$ cat config.mk
export PLATFORM = sky130hd
export DESIGN_NAME = uart_rx_8n1
export DESIGN_NICKNAME = d
export VERILOG_FILES = /design/src/rtl/uart_rx_8n1.sv
export SDC_FILE = /design/constraint.sdc
export NUM_CORES = 1
export LEC_CHECK = 0
export ABC_CLOCK_PERIOD_IN_PS = 4450
export CORE_AREA = 3 3 69 97
export CTS_CLUSTER_DIAMETER = 200
export DETAILED_ROUTE_END_ITERATION = 12
export DIE_AREA = 0 0 72 100
export MAX_ROUTING_LAYER = met4
export SYNTH_ARGS = -nofsm -noshare
export SYNTH_HDL_FRONTEND = slang
export SYNTH_SLANG_ARGS = --single-unit
$ cat constraint.sdc
create_clock -name FPGA_CLK -period 4.45 [get_ports FPGA_CLK]
set_input_delay 0.445 -clock FPGA_CLK [delete_from_list [all_inputs] [get_ports FPGA_CLK]]
set_output_delay 0.445 -clock FPGA_CLK [all_outputs]
set_load 0.02 [all_outputs]
$ cat src/rtl/uart_rx_8n1.sv
// 8N1 UART receiver: 2-FF synchroniser, mid-bit sampling from a baud counter,
// one-cycle valid / framing-error strobes and a busy flag.
`timescale 1ns/1ps
module uart_rx_8n1 #(
    parameter int unsigned CLK_FREQ = 50_000_000,
    parameter int unsigned BAUD     = 115200
) (
    input  logic       FPGA_CLK,
    input  logic       rst_butt,
    input  logic       UART_RXD,
    output logic [7:0] rx_data,
    output logic       rx_valid,
    output logic       frame_err,
    output logic       busy
);

    localparam int unsigned DIV  = CLK_FREQ / BAUD;
    localparam int unsigned HALF = DIV / 2;
    localparam int unsigned CW   = $clog2(DIV);

    typedef enum logic [2:0] {
        S_IDLE,
        S_START,
        S_DATA,
        S_STOP,
        S_WAIT_HIGH
    } state_t;

    state_t          r_state;
    logic [1:0]      r_sync;
    logic [CW-1:0]   r_cnt;
    logic [2:0]      r_bit_cnt;
    logic [7:0]      r_shreg;
    logic            w_rx_s;

    assign w_rx_s = r_sync[1];

    // Synchroniser idles high so reset never looks like a start bit.
    always_ff @(posedge FPGA_CLK or negedge rst_butt) begin
        if (!rst_butt) begin
            r_sync <= 2'b11;
        end else begin
            r_sync <= {r_sync[0], UART_RXD};
        end
    end

    always_ff @(posedge FPGA_CLK or negedge rst_butt) begin
        if (!rst_butt) begin
            r_state   <= S_IDLE;
            r_cnt     <= '0;
            r_bit_cnt <= '0;
            r_shreg   <= '0;
            rx_data   <= '0;
            rx_valid  <= 1'b0;
            frame_err <= 1'b0;
            busy      <= 1'b0;
        end else begin
            rx_valid  <= 1'b0;
            frame_err <= 1'b0;
            case (r_state)
                S_IDLE: begin
                    if (!w_rx_s) begin
                        r_state <= S_START;
                        r_cnt   <= '0;
                        busy    <= 1'b1;
                    end
                end
                S_START: begin
                    if (r_cnt == CW'(HALF - 1)) begin
                        r_cnt <= '0;
                        if (!w_rx_s) begin
                            r_state   <= S_DATA;
                            r_bit_cnt <= '0;
                        end else begin
                            r_state <= S_IDLE;
                            busy    <= 1'b0;
                        end
                    end else begin
                        r_cnt <= r_cnt + CW'(1);
                    end
                end
                S_DATA: begin
                    if (r_cnt == CW'(DIV - 1)) begin
                        r_cnt   <= '0;
                        r_shreg <= {w_rx_s, r_shreg[7:1]};
                        if (r_bit_cnt == 3'd7) begin
                            r_state <= S_STOP;
                        end else begin
                            r_bit_cnt <= r_bit_cnt + 3'd1;
                        end
                    end else begin
                        r_cnt <= r_cnt + CW'(1);
                    end
                end
                S_STOP: begin
                    if (r_cnt == CW'(DIV - 1)) begin
                        r_cnt <= '0;
                        if (w_rx_s) begin
                            rx_data  <= r_shreg;
                            rx_valid <= 1'b1;
                            busy     <= 1'b0;
                            r_state  <= S_IDLE;
                        end else begin
                            frame_err <= 1'b1;
                            r_state   <= S_WAIT_HIGH;
                        end
                    end else begin
                        r_cnt <= r_cnt + CW'(1);
                    end
                end
                S_WAIT_HIGH: begin
                    // A held-low break must end before a new start is accepted.
                    if (w_rx_s) begin
                        r_state <= S_IDLE;
                        busy    <= 1'b0;
                    end
                end
                default: begin
                    r_state <= S_IDLE;
                    busy    <= 1'b0;
                end
            endcase
        end
    end

endmodule

Word level (Yosys, flattened, before mapping)
Index checks and enable logic that the tools add are counted.

operators by class
  bitwise logic cells = 1
  equal/unequal tests = 15
  reduce and logical (&&, ||, !) cells = 10
  multiplexer cells = 29
  add/sub/neg operators = 2

operator list
  kind                 number
  $mux 3               11
  $mux 9               3
  $pmux 9 s3           1
  $ne 2x2->1 const B   8
  $pmux 3 s5           1
  $mux 1               10
  $add 9x1->9 const B  1
  $eq 9x8->1 const B   1
  $eq 9x9->1 const B   1
  $eq 3x2->1 const B   2
  $eq 3x3->1 const B   2
  $pmux 3 s2           1
  $reduce_and 6->1     1
  $pmux 1 s5           1
  $reduce_and 5->1     1
  $reduce_and 2->1     2
  $reduce_and 4->1     1
  $add 3x1->3 const B  1
  $eq 3x1->1 const B   1
  $logic_not 3->1      1
  $reduce_and 3->1     1
  $reduce_bool 3->1    1
  $mux 2               1
  $reduce_bool 2->1    1
  other kinds (2)      2

storage, ports and cells
  output and inout bits = 11
  register bits after elaboration = 36
  logic and storage cells = 66

Depth between registers and ports, before layout
  depth in word-level cells = 4
  depth in mapped cells = 7

Least setup slack after synthesis
No wires, ideal clock.

  path type = register -> register
  start point = reg r_cnt[1]
  end point = reg rx_data[0]
  setup time = 0.125 ns
  data required time = 4.325 ns
  slack = 2.694 ns
  period minus slack after synthesis = 1.756 ns
  cell stages (with the launch flop) = 7
  arrival time = 1.631 ns
  buffers on the path = 0
  path through = dfrtp_1 > inv_1 > ha_1 > and4b_2 > nand2_2 > nor3_4 > mux2_2

on the way
  word-level cells in the longest chain between the ends = 2

RTL lines
  element                            line  text
  start, declared                    31    logic [CW-1:0] r_cnt;
  start signal, assigned             79    r_cnt <= r_cnt + CW'(1);
  start signal, assigned             92    r_cnt <= r_cnt + CW'(1);
  start signal, assigned             108   r_cnt <= r_cnt + CW'(1);
  $eq 9x9->1                         96    if (r_cnt == CW'(DIV - 1)) begin
  $reduce_and 3->1 (no source line)  n/a
  end signal, assigned               99    rx_data <= r_shreg;
  end, declared                      11    output logic [7:0] rx_data,

Every way passes these cells.
A chain may end at the register's enable or synchronous reset.

Final worst setup path
  start point = reg r_cnt[1]
  end point = reg rx_data[2]

Same word-level chain as after synthesis.

==> results.toml <==
[drt]
via_count = 1183
highest-signal-layer = "met4"
avgViaCountPerCell = 4.950
wirelength_met1_um = 1378
detail_route.wl_per_cell_um = 13.29
detail_route.iter0.violations = 63
final_antenna_net_count = 0
drt_first_pass_iters = 4
routed_wl_um = 3176
detail_route.drc_violations = 0
met2WireLength_um = 1584
wl_met3_um = 116

[clock_tree]
post_cts_buffers = 0
cts_resized = 0
clk_transition_reported_paths_ps = 80
number_of_buffers_added_by_the_clock_tree_synthesis_step = 5
clk-insertion-delay-late_ps = 290
cts_tree = "yes"
cts.root.buffer_cell = "sky130_fd_sc_hd__clkbuf_8"
cts_hold_repair.buffers = 0
cts_max_path_buffers = 2
clock_sinks = 36
htreeDepth = 2

[sta]
worst_pin_slew_ps = 786.0
setup_viol_count_final = 0
finalClockSkew_ps = 7.430
final_hold_vios = 0
normalized_max_slew_margin_pct = 47.60
totalNegativeSetupSlack_ps = 0
finalCriticalPeriod_ps = 1974
rsz0062_at_grt = "no"
drv_slew = 0
final.period_utilization_pct = 44.36
max_freq_mhz = 506.6

[floorplan]
dieHeight_um = 100
io-pin-count = 14
floorplan.die.width_um = 72
design.core.area_um2 = 5904
total_die_area_um2 = 7200
initial_standard_cell_utilization_of_the_core_pct = 28.84
floorplan.rows = 33

[synth]
synthDominantAreaCellType = "sky130_fd_sc_hd__dfrtp_1"
yosys_most_used_dff = "sky130_fd_sc_hd__dfrtp_1"
yosysUniqueCellTypes = 41
syn-mean-instance-area_um2 = 11.06
ys_top_cells_by_area = "sky130_fd_sc_hd__dfrtp_1, sky130_fd_sc_hd__mux2_2, sky130_fd_sc_hd__nand2_1, sky130_fd_sc_hd__ha_1, sky130_fd_sc_hd__dfstp_2"
synth.yosys.warnings = 0
synth-async-reset-ratio_pct = 100.0
sequential_cell_area_fraction_in_the_yosys_report_pct = 53.05
post-synth-top-area-fraction_pct = 49.96
synth.net_count = 162
synth_cells = 154
mappedNetlistArea_um2 = 1703
synth_seq_cells = 36
synth-edff-count = 0

[layout]
design.final.nets = 176
filler_cell_count = 584
antenna_fix_cells = 0
synthToLayoutAreaGrowth_pct = 17.56
share_of_layout_cells_above_drive_strength_1_pct = 18.34
utilization_pct = 33.91

[global_routing]
grt_max_degree = 37
grtUsageTotal_pct = 10.35
first_global_vias = 1212
grt_pass1_wl_um = 5589
grt_antenna_before_repair = 0
grt_overflow_total = 0

[run_status]
outcome = "completed"

[worst_setup_path]
crit_path_end_kind = "flop"
start_kind = "flop"
crit_path_max_fanout = 9
crit_arrival_ps = 2150
timing.setup.critical_path_class = "reg2reg"
worst_ep_required_time_ps = 4630

[power]
peakVddDrop_mv = 0.1559
p_leak_nw = 0.9137
power-per-cell-area_nw_per_um2 = 313.0

[place]
total_half_perimeter_wirelength_after_legalization_and_detailed_placement_um = 2179
portBuffers = 13
gp_congestion = 0.8111

[run]
number_of_maximum_capacitance_violations = 0

[worst_hold_path]
kind_of_path_behind_the_tightest_hold_check = "in2async"
==> report_power, final <==
part	switching [W]	internal, W
clock network	0.000121	0.000166
registers	0.00000103	0.000329
logic	0.00000762	0.00000224
==> final timing paths <==
kind | depth (start not counted) | slack (ps) | end | startpoint
max in group asynchronous | 1 | 3720 | rx_data[7]$_DFFE_PN0P_ | rst_butt
hold / removal | 1 | 230 | rx_data[1]$_DFFE_PN0P_ | rst_butt
hold reg to reg | 0 | 360 | r_sync[1]$_DFF_PN1_ | r_sync[0]$_DFF_PN1_
setup reg to reg | 6 | 2480 | rx_data[2]$_DFFE_PN0P_ | r_cnt[1]$_DFFE_PN0P_
setup / recovery | 6 | 2480 | rx_data[2]$_DFFE_PN0P_ | r_cnt[1]$_DFFE_PN0P_
min in group FPGA_CLK | 0 | 360 | r_sync[1]$_DFF_PN1_ | r_sync[0]$_DFF_PN1_
==> layer usage <==
| layer | GRT usage, % | vias to the layer above |
|---|---|---|
| met5 | - | - |
| met4 | 6.512 | 0 |
| met3 | 3.006 | 10 |
| met2 | 17.07 | 20 |
| met1 | 10.66 | 577 |
| li1 | - | 576 |
==> synth_stat cells (3+ instances only) <==
master / n
sky130_fd_sc_hd__o21ai_0: 9
sky130_fd_sc_hd__ha_1: 5
sky130_fd_sc_hd__inv_1: 4
sky130_fd_sc_hd__o211ai_1: 5
sky130_fd_sc_hd__mux2_2: 15
sky130_fd_sc_hd__nand2_1: 20
sky130_fd_sc_hd__nor2_1: 9
sky130_fd_sc_hd__dfrtp_1: 34
sky130_fd_sc_hd__nand3_1: 5
sky130_fd_sc_hd__nor3_1: 5
sky130_fd_sc_hd__nor2b_1: 3
sky130_fd_sc_hd__clkbuf_1: 3
==> critical path, cell delays in order (launching register included) <==
cell and delay, ps:
sky130_fd_sc_hd__dfrtp_1 410, sky130_fd_sc_hd__inv_1 90, sky130_fd_sc_hd__ha_1 140, sky130_fd_sc_hd__and4b_2 290
sky130_fd_sc_hd__nand2_2 100, sky130_fd_sc_hd__nor3_4 430, sky130_fd_sc_hd__mux2_2 390
==> logic make-up (layout without fill, tap and decap cells) <==
| logic type | Yosys count | count (layout) | share of synthesized area [%] |
|---|---|---|---|
| simple gates | 55 | 55 | 17.27 |
| compound gates | 31 | 31 | 12.42 |
| buf+inv | 10 | 25 | 2.350 |
| flops | 36 | 36 | 53.05 |
| mux | 17 | 17 | 11.24 |
| fa+ha+maj | 5 | 5 | 3.674 |
==> layout by cell type (no fill, tap or decap), types with 3 or more instances in the layout <==
cell,n
sky130_fd_sc_hd__clkbuf_8,5
sky130_fd_sc_hd__nor3_1,5
sky130_fd_sc_hd__clkdlybuf4s50_1,12
sky130_fd_sc_hd__dfrtp_1,34
sky130_fd_sc_hd__nor2_1,9
sky130_fd_sc_hd__mux2_2,15
sky130_fd_sc_hd__ha_1,5
sky130_fd_sc_hd__inv_1,4
sky130_fd_sc_hd__o21ai_0,9
sky130_fd_sc_hd__nor2b_1,3
sky130_fd_sc_hd__nand2_1,20
sky130_fd_sc_hd__o211ai_1,5
sky130_fd_sc_hd__nand3_1,5
==> through the flow <==
step | setup slack, ps | total power, W | hold slack, ps | std cells | instance area (um2)
6_report | 2476 | 0.0006266 | 230.4 | 239 | 2002
3_3_place_gp | 2500 | 0.0003466 | 345.5 | 231 | 1891
2_1_floorplan | 2694 | 0.0003381 | 149.4 | 154 | 1703
3_5_place_dp | 2463 | 0.0003467 | 346.9 | 231 | 1891
5_1_grt | 2358 | 0.0006539 | 300.4 | 239 | 2002
4_1_cts | 2454 | 0.0006390 | 263.0 | 239 | 2002
==> final cells by class <==
class                      instances  area, um2  area share [%]
inverter                           4      15.01          0.7500
clock inverter                     3      42.54           2.125
multi-input combinational        108      759.5           37.94
sequential                        36      903.4           45.12
clock buffer                       5      68.82           3.438
timing repair buffer              13      125.1           6.250
tap                               70      87.58           4.375
==> sequential cells by signal, indices dropped and copies added (netlist names) <==
name,count
r_cnt,9
r_shreg,8
rx_data,8
r_bit_cnt,3
r_state,3
r_sync,2
busy,1
frame_err,1
rx_valid,1
Note: power is estimated with default switching activity, not from simulation.
